===== src/rtl/serial_queue_bridge.sv =====
// rtl/serial_queue_bridge.sv - single-clock serial deserializer feeding a circular word queue
//
// Bits arrive MSB first on data_in, qualified by write_in on deserializer ticks.
// A completed word is held until a queue tick can enqueue it. The consumer pops
// words with dequeue_in on queue ticks. Both tick rates come from clock-enable
// counters on the single clock.
//
// Ports:
//   clock         sole clock, rising edge
//   reset         synchronous, active-high
//   data_in       serial data bit, MSB first
//   write_in      bit-valid qualifier, sampled on deserializer ticks
//   dequeue_in    pop request, sampled on queue ticks
//   status_out    1 = accepting bits, 0 = holding a completed word
//   data_out      last popped word
//   len_out       queue occupancy, 0..DEPTH
//   overflow_out  sticky: a held word waited a queue tick on a full queue
//   underflow_out one-cycle pulse after a pop of an empty queue
module serial_queue_bridge #(
    parameter int DATA_W  = 8,
    parameter int DEPTH   = 8,
    parameter int DES_DIV = 10,
    parameter int Q_DIV   = 100
) (
    input  logic                       clock,
    input  logic                       reset,
    input  logic                       data_in,
    input  logic                       write_in,
    input  logic                       dequeue_in,
    output logic                       status_out,
    output logic [DATA_W-1:0]          data_out,
    output logic [$clog2(DEPTH+1)-1:0] len_out,
    output logic                       overflow_out,
    output logic                       underflow_out
);

    localparam int LW = $clog2(DEPTH + 1);
    localparam int PW = (DEPTH > 1) ? $clog2(DEPTH) : 1;
    localparam int DW = (DES_DIV > 1) ? $clog2(DES_DIV) : 1;
    localparam int QW = (Q_DIV > 1) ? $clog2(Q_DIV) : 1;
    localparam int BW = $clog2(DATA_W + 1);

    typedef enum logic {RECV, HOLD} state_t;

    state_t            state;
    state_t            state_next;
    logic [DW-1:0]     des_cnt;
    logic [QW-1:0]     q_cnt;
    logic              des_tick;
    logic              q_tick;
    logic [DATA_W-1:0] shreg;
    logic [BW-1:0]     bit_cnt;
    logic              capture;
    logic              last_bit;
    logic              pop;
    logic              empty_pop;
    logic              full;
    logic              ack;
    logic [DATA_W-1:0] mem [DEPTH];
    logic [PW-1:0]     head;
    logic [PW-1:0]     tail;

    function automatic logic [PW-1:0] inc_ptr(input logic [PW-1:0] p);
        return (p == PW'(DEPTH - 1)) ? '0 : p + PW'(1);
    endfunction

    // Tick counters: each tick is the cycle on which its counter sits at DIV-1.
    assign des_tick = (des_cnt == DW'(DES_DIV - 1));
    assign q_tick   = (q_cnt == QW'(Q_DIV - 1));

    always_ff @(posedge clock) begin
        if (reset) begin
            des_cnt <= '0;
            q_cnt   <= '0;
        end else begin
            des_cnt <= des_tick ? '0 : des_cnt + DW'(1);
            q_cnt   <= q_tick ? '0 : q_cnt + QW'(1);
        end
    end

    assign capture   = (state == RECV) && des_tick && write_in;
    assign last_bit  = capture && (bit_cnt == BW'(DATA_W - 1));
    assign full      = (len_out == LW'(DEPTH));
    assign pop       = q_tick && dequeue_in && (len_out != '0);
    assign empty_pop = q_tick && dequeue_in && (len_out == '0);
    // A pop in the same tick frees a slot, so a full queue can still accept.
    // On an empty queue the pop underflows and the enqueue proceeds normally.
    assign ack       = q_tick && (state == HOLD) && (!full || pop);

    always_ff @(posedge clock) begin
        if (reset) begin
            state <= RECV;
        end else begin
            state <= state_next;
        end
    end

    always_comb begin
        state_next = state;
        status_out = (state == RECV);
        case (state)
            RECV: if (last_bit) state_next = HOLD;
            HOLD: if (ack)      state_next = RECV;
            default:            state_next = RECV;
        endcase
    end

    // The bit count restarts on the last bit, so returning from HOLD sees 0.
    always_ff @(posedge clock) begin
        if (reset) begin
            shreg   <= '0;
            bit_cnt <= '0;
        end else if (capture) begin
            shreg   <= {shreg[DATA_W-2:0], data_in};
            bit_cnt <= last_bit ? '0 : bit_cnt + BW'(1);
        end
    end

    always_ff @(posedge clock) begin
        if (ack) begin
            mem[tail] <= shreg;
        end
    end

    always_ff @(posedge clock) begin
        if (reset) begin
            head          <= '0;
            tail          <= '0;
            len_out       <= '0;
            data_out      <= '0;
            overflow_out  <= 1'b0;
            underflow_out <= 1'b0;
        end else begin
            if (ack) begin
                tail <= inc_ptr(tail);
            end
            if (pop) begin
                data_out <= mem[head];
                head     <= inc_ptr(head);
            end
            case ({ack, pop})
                2'b10:   len_out <= len_out + LW'(1);
                2'b01:   len_out <= len_out - LW'(1);
                default: len_out <= len_out;
            endcase
            underflow_out <= empty_pop;
            if (q_tick && (state == HOLD) && !ack) begin
                overflow_out <= 1'b1;
            end
        end
    end

endmodule


===== config.mk =====
export PLATFORM = sky130hd
export DESIGN_NAME = serial_queue_bridge
export DESIGN_NICKNAME = d
export VERILOG_FILES = /design/src/rtl/serial_queue_bridge.sv
export SDC_FILE = /design/constraint.sdc
export NUM_CORES = 1
export LEC_CHECK = 0
export ABC_AREA = 0
export CAP_MARGIN = 5
export CORE_ASPECT_RATIO = 0.8
export CORE_MARGIN = 1.5
export CORE_UTILIZATION = 35
export CTS_BUF_LIST = sky130_fd_sc_hd__clkbuf_16
export CTS_CLUSTER_DIAMETER = 200
export DETAILED_ROUTE_END_ITERATION = 10
export MAX_ROUTING_LAYER = met4
export PLACE_DENSITY = 0.55
export RECOVER_POWER = 25
export SLEW_MARGIN = 15
export SYNTH_ARGS = -nofsm -noshare
export SYNTH_HDL_FRONTEND = slang
export SYNTH_SLANG_ARGS = --single-unit

===== constraint.sdc =====
create_clock -name clock -period 3.6 [get_ports clock]
set_clock_uncertainty 0.2 [all_clocks]
set_input_delay 0.36 -clock clock [delete_from_list [all_inputs] [get_ports clock]]
set_output_delay 0.36 -clock clock [all_outputs]
set_load 0.02 [all_outputs]

==> metrics <==
CP required between 3 and 4 ns; number of DRC markers in iteration 0 around 190; worst setup path class reg2reg; CTS Buf Count 9; Via Count 2530; headroom to the max-slew limit between 40 and 50%; Longest Clk Path Bufs 2; Die W 128.6 um; remaining antenna violation count after routing 0; Post-Syn Area 4417 um^2; Root Buffer clkbuf_16; Fin Setup TNS 0 ns; RSZ-0062 raised after global routing false; Die Span Y a little over 100 um; GP Congestion 0.7291; Syn Area/Cell around 14 um^2; vias in the first global route between 2000 and 3000; Seq/Total Area, Yosys 63.46%; CP max stage delay 0.41 ns; first-pass GRT wire length 13590 um; Async S/R FF share, synth 0%; post-cts resize count 0; Post-CTS Setup Inserts 0; min cycle time layout 2.526 ns; number of synthesized register bits 108; largest net degree at the start of global routing 20; H-tree depth 3; DRT Pass-1 Iters 4; synth unique cells 43; layout cells sized above 1 17.05%; total congestion overflow 0; EDFF count, synth 64; max cap viols 0; Diodes inserted 0; worst-case reg-to-reg path depth 9; crit end category flip-flop; CTS clk-pin slew, worst paths 0.07 ns; Worst path most repeated cell ha_1; max frequency 0.3958 GHz; final setup fails 0; Ys Warns 0; outcome complete, no violations; # nets final 363; CTS tree done; clock latency on the worst-skew pair 0.35 ns; crit share post-route between 70% and 80%; core area 12250 um^2; final hold violation count 0; initial antenna violation count 0; Hold Crit Start q_cnt[0]$_SDFF_PP0_; IO Pins 20; pre-CTS setup slack ~0.89 ns; initial core utilization 36.05%; Max FO, Critical Path 6; total global-route track usage about 14%; Fin Hold WS 0.2591 ns; worst flop-to-flop path startpoint q_cnt[0]$_SDFF_PP0_; critical path data arrival time 2.60 ns; Sink Count 108; DRT Wirelength roughly 8400 um; wire length per cell 16.13 um; Port Buffers 19; VDD IR max 0.2531 mV; drc violations 0; average vias per placed instance slightly below 5; # hold bufs at CTS 0; Syn Nets 327; Static Leak 1.660 nW; max-slew violation count 0; Max stage delay cell, worst path a2111oi_0; Die Footprint 13310 um^2; Cells after Synth 311; type of the worst min-delay path reg2reg; Main synth FF type edfxtp_1; Final Util 42.59%; Hold Crit Depth 1; Setup crit start kind flip-flop; Layout area overhead 18.13%; Pwr Density approximately 450 nW/um^2; post-route setup slack 1.074 ns; worst-margin pin slew around 0.9 ns; CP Cell Sequence ha_1 -> nand2b_1 -> nor4_2 -> buf_4 -> ha_1 -> a21o_1 -> a2111oi_0 -> mux2i_1 -> o211ai_1; post-detail-place hpwl between 5000 and 6000 um; Critical Path Source q_cnt[0]$_SDFF_PP0_; std cell rows 36
per-stage QoR:
stage	instances	cell area, um^2	power (mW)
after CTS	523	5218	2.355
after global placement	507	4910	1.364
after global routing	523	5218	2.413
after floorplan	311	4417	1.352
final	523	5218	2.322
after detailed placement	507	4910	1.365
final timing paths:
kind,endpoint,slack (ns)
worst min-delay path,q_cnt[0]$_SDFF_PP0_,0.26
worst min register to register,q_cnt[0]$_SDFF_PP0_,0.26
worst max-delay path,len_out[3]$_SDFFE_PP0P_,1.07
worst max register to register,len_out[3]$_SDFFE_PP0P_,1.07
critical path, delay by kind of cell (launching register included):
kind / cells / cell delay [ns]
adders and majority gates: 2 / 0.45
and+or+nand+nor: 2 / 0.42
AOI/OAI and AO/OA: 3 / 0.70
buffers and inverters: 1 / 0.19
DFF: 1 / 0.36
muxes: 1 / 0.13
power by group:
part	switching, mW	leakage [nW]	internal, mW
Sequential	0.00531	0.940	1.30
Clock	0.461	0.154	0.525
Combinational	0.0182	0.566	0.0140
Total	0.485	1.66	1.84
state kept, by name, summed over array words and instances (netlist names), 4 cells and up:
signal    flops
shreg         8
mem          64
len_out       4
des_cnt       4
data_out      8
bit_cnt       4
q_cnt         7
Yosys cell counts (2+ instances only):
master	n	share of area, %
o21ai_0	4	0.45
buf_1	2	0.17
nand2_1	14	1.2
buf_2	5	0.57
dfxtp_1	44	20
nand2b_1	6	0.85
mux2_1	3	0.76
xor2_1	3	0.60
or3_1	4	0.57
mux4_2	16	8.2
nor2_1	41	3.5
or4_1	2	0.34
mux2_2	2	0.51
nor2b_1	2	0.28
nor4b_1	2	0.40
inv_1	6	0.51
nor3_2	2	0.45
mux2i_1	18	4.1
nand3_1	6	0.68
edfxtp_1	64	44
a21oi_1	10	1.1
nor4_1	3	0.42
xnor2_1	6	1.2
ha_1	10	2.8
a211oi_1	10	1.7
nor3_1	5	0.57
clkbuf_1	5	0.42
cell usage in the layout, fill, tap and decap left out, types with 14 or more instances in the layout:
| cell | instances |
|---|---|
| edfxtp_1 | 64 |
| dfxtp_1 | 44 |
| nor2_1 | 41 |
| clkdlybuf4s50_1 | 19 |
| buf_4 | 19 |
| mux2i_1 | 18 |
| mux4_2 | 16 |
| nand2_1 | 14 |
cell type report:
cell class | count | area [um^2]
sequential | 108 | 2803
clock inverter | 6 | 57.56
fill | 1152 | 7034
clock buffer | 10 | 250.2
timing repair buffer | 38 | 332.8
multi-input combinational | 184 | 1538
inverter | 6 | 22.52
tap | 171 | 214.0
per-layer routing:
layer	global-route usage, %	wire length [um]	share of wire [%]	vias up
li1	-	-	-	1237
met1	18.61	4239	50	1256
met2	22.08	3822	45	29
met3	3.549	234	2.8	8
met4	5.704	142	1.7	0
met5	-	0	0	-
kinds of logic after synthesis:
group	synth area share (%)
AOI/OAI and AO/OA	5.326
xor gates and xnor gates	1.785
adders and majority gates	3.286
buffers and inverters	1.841
DFF	63.46
muxes	13.51
and+or+nand+nor	10.79
Note: power is estimated with default switching activity, not from simulation.
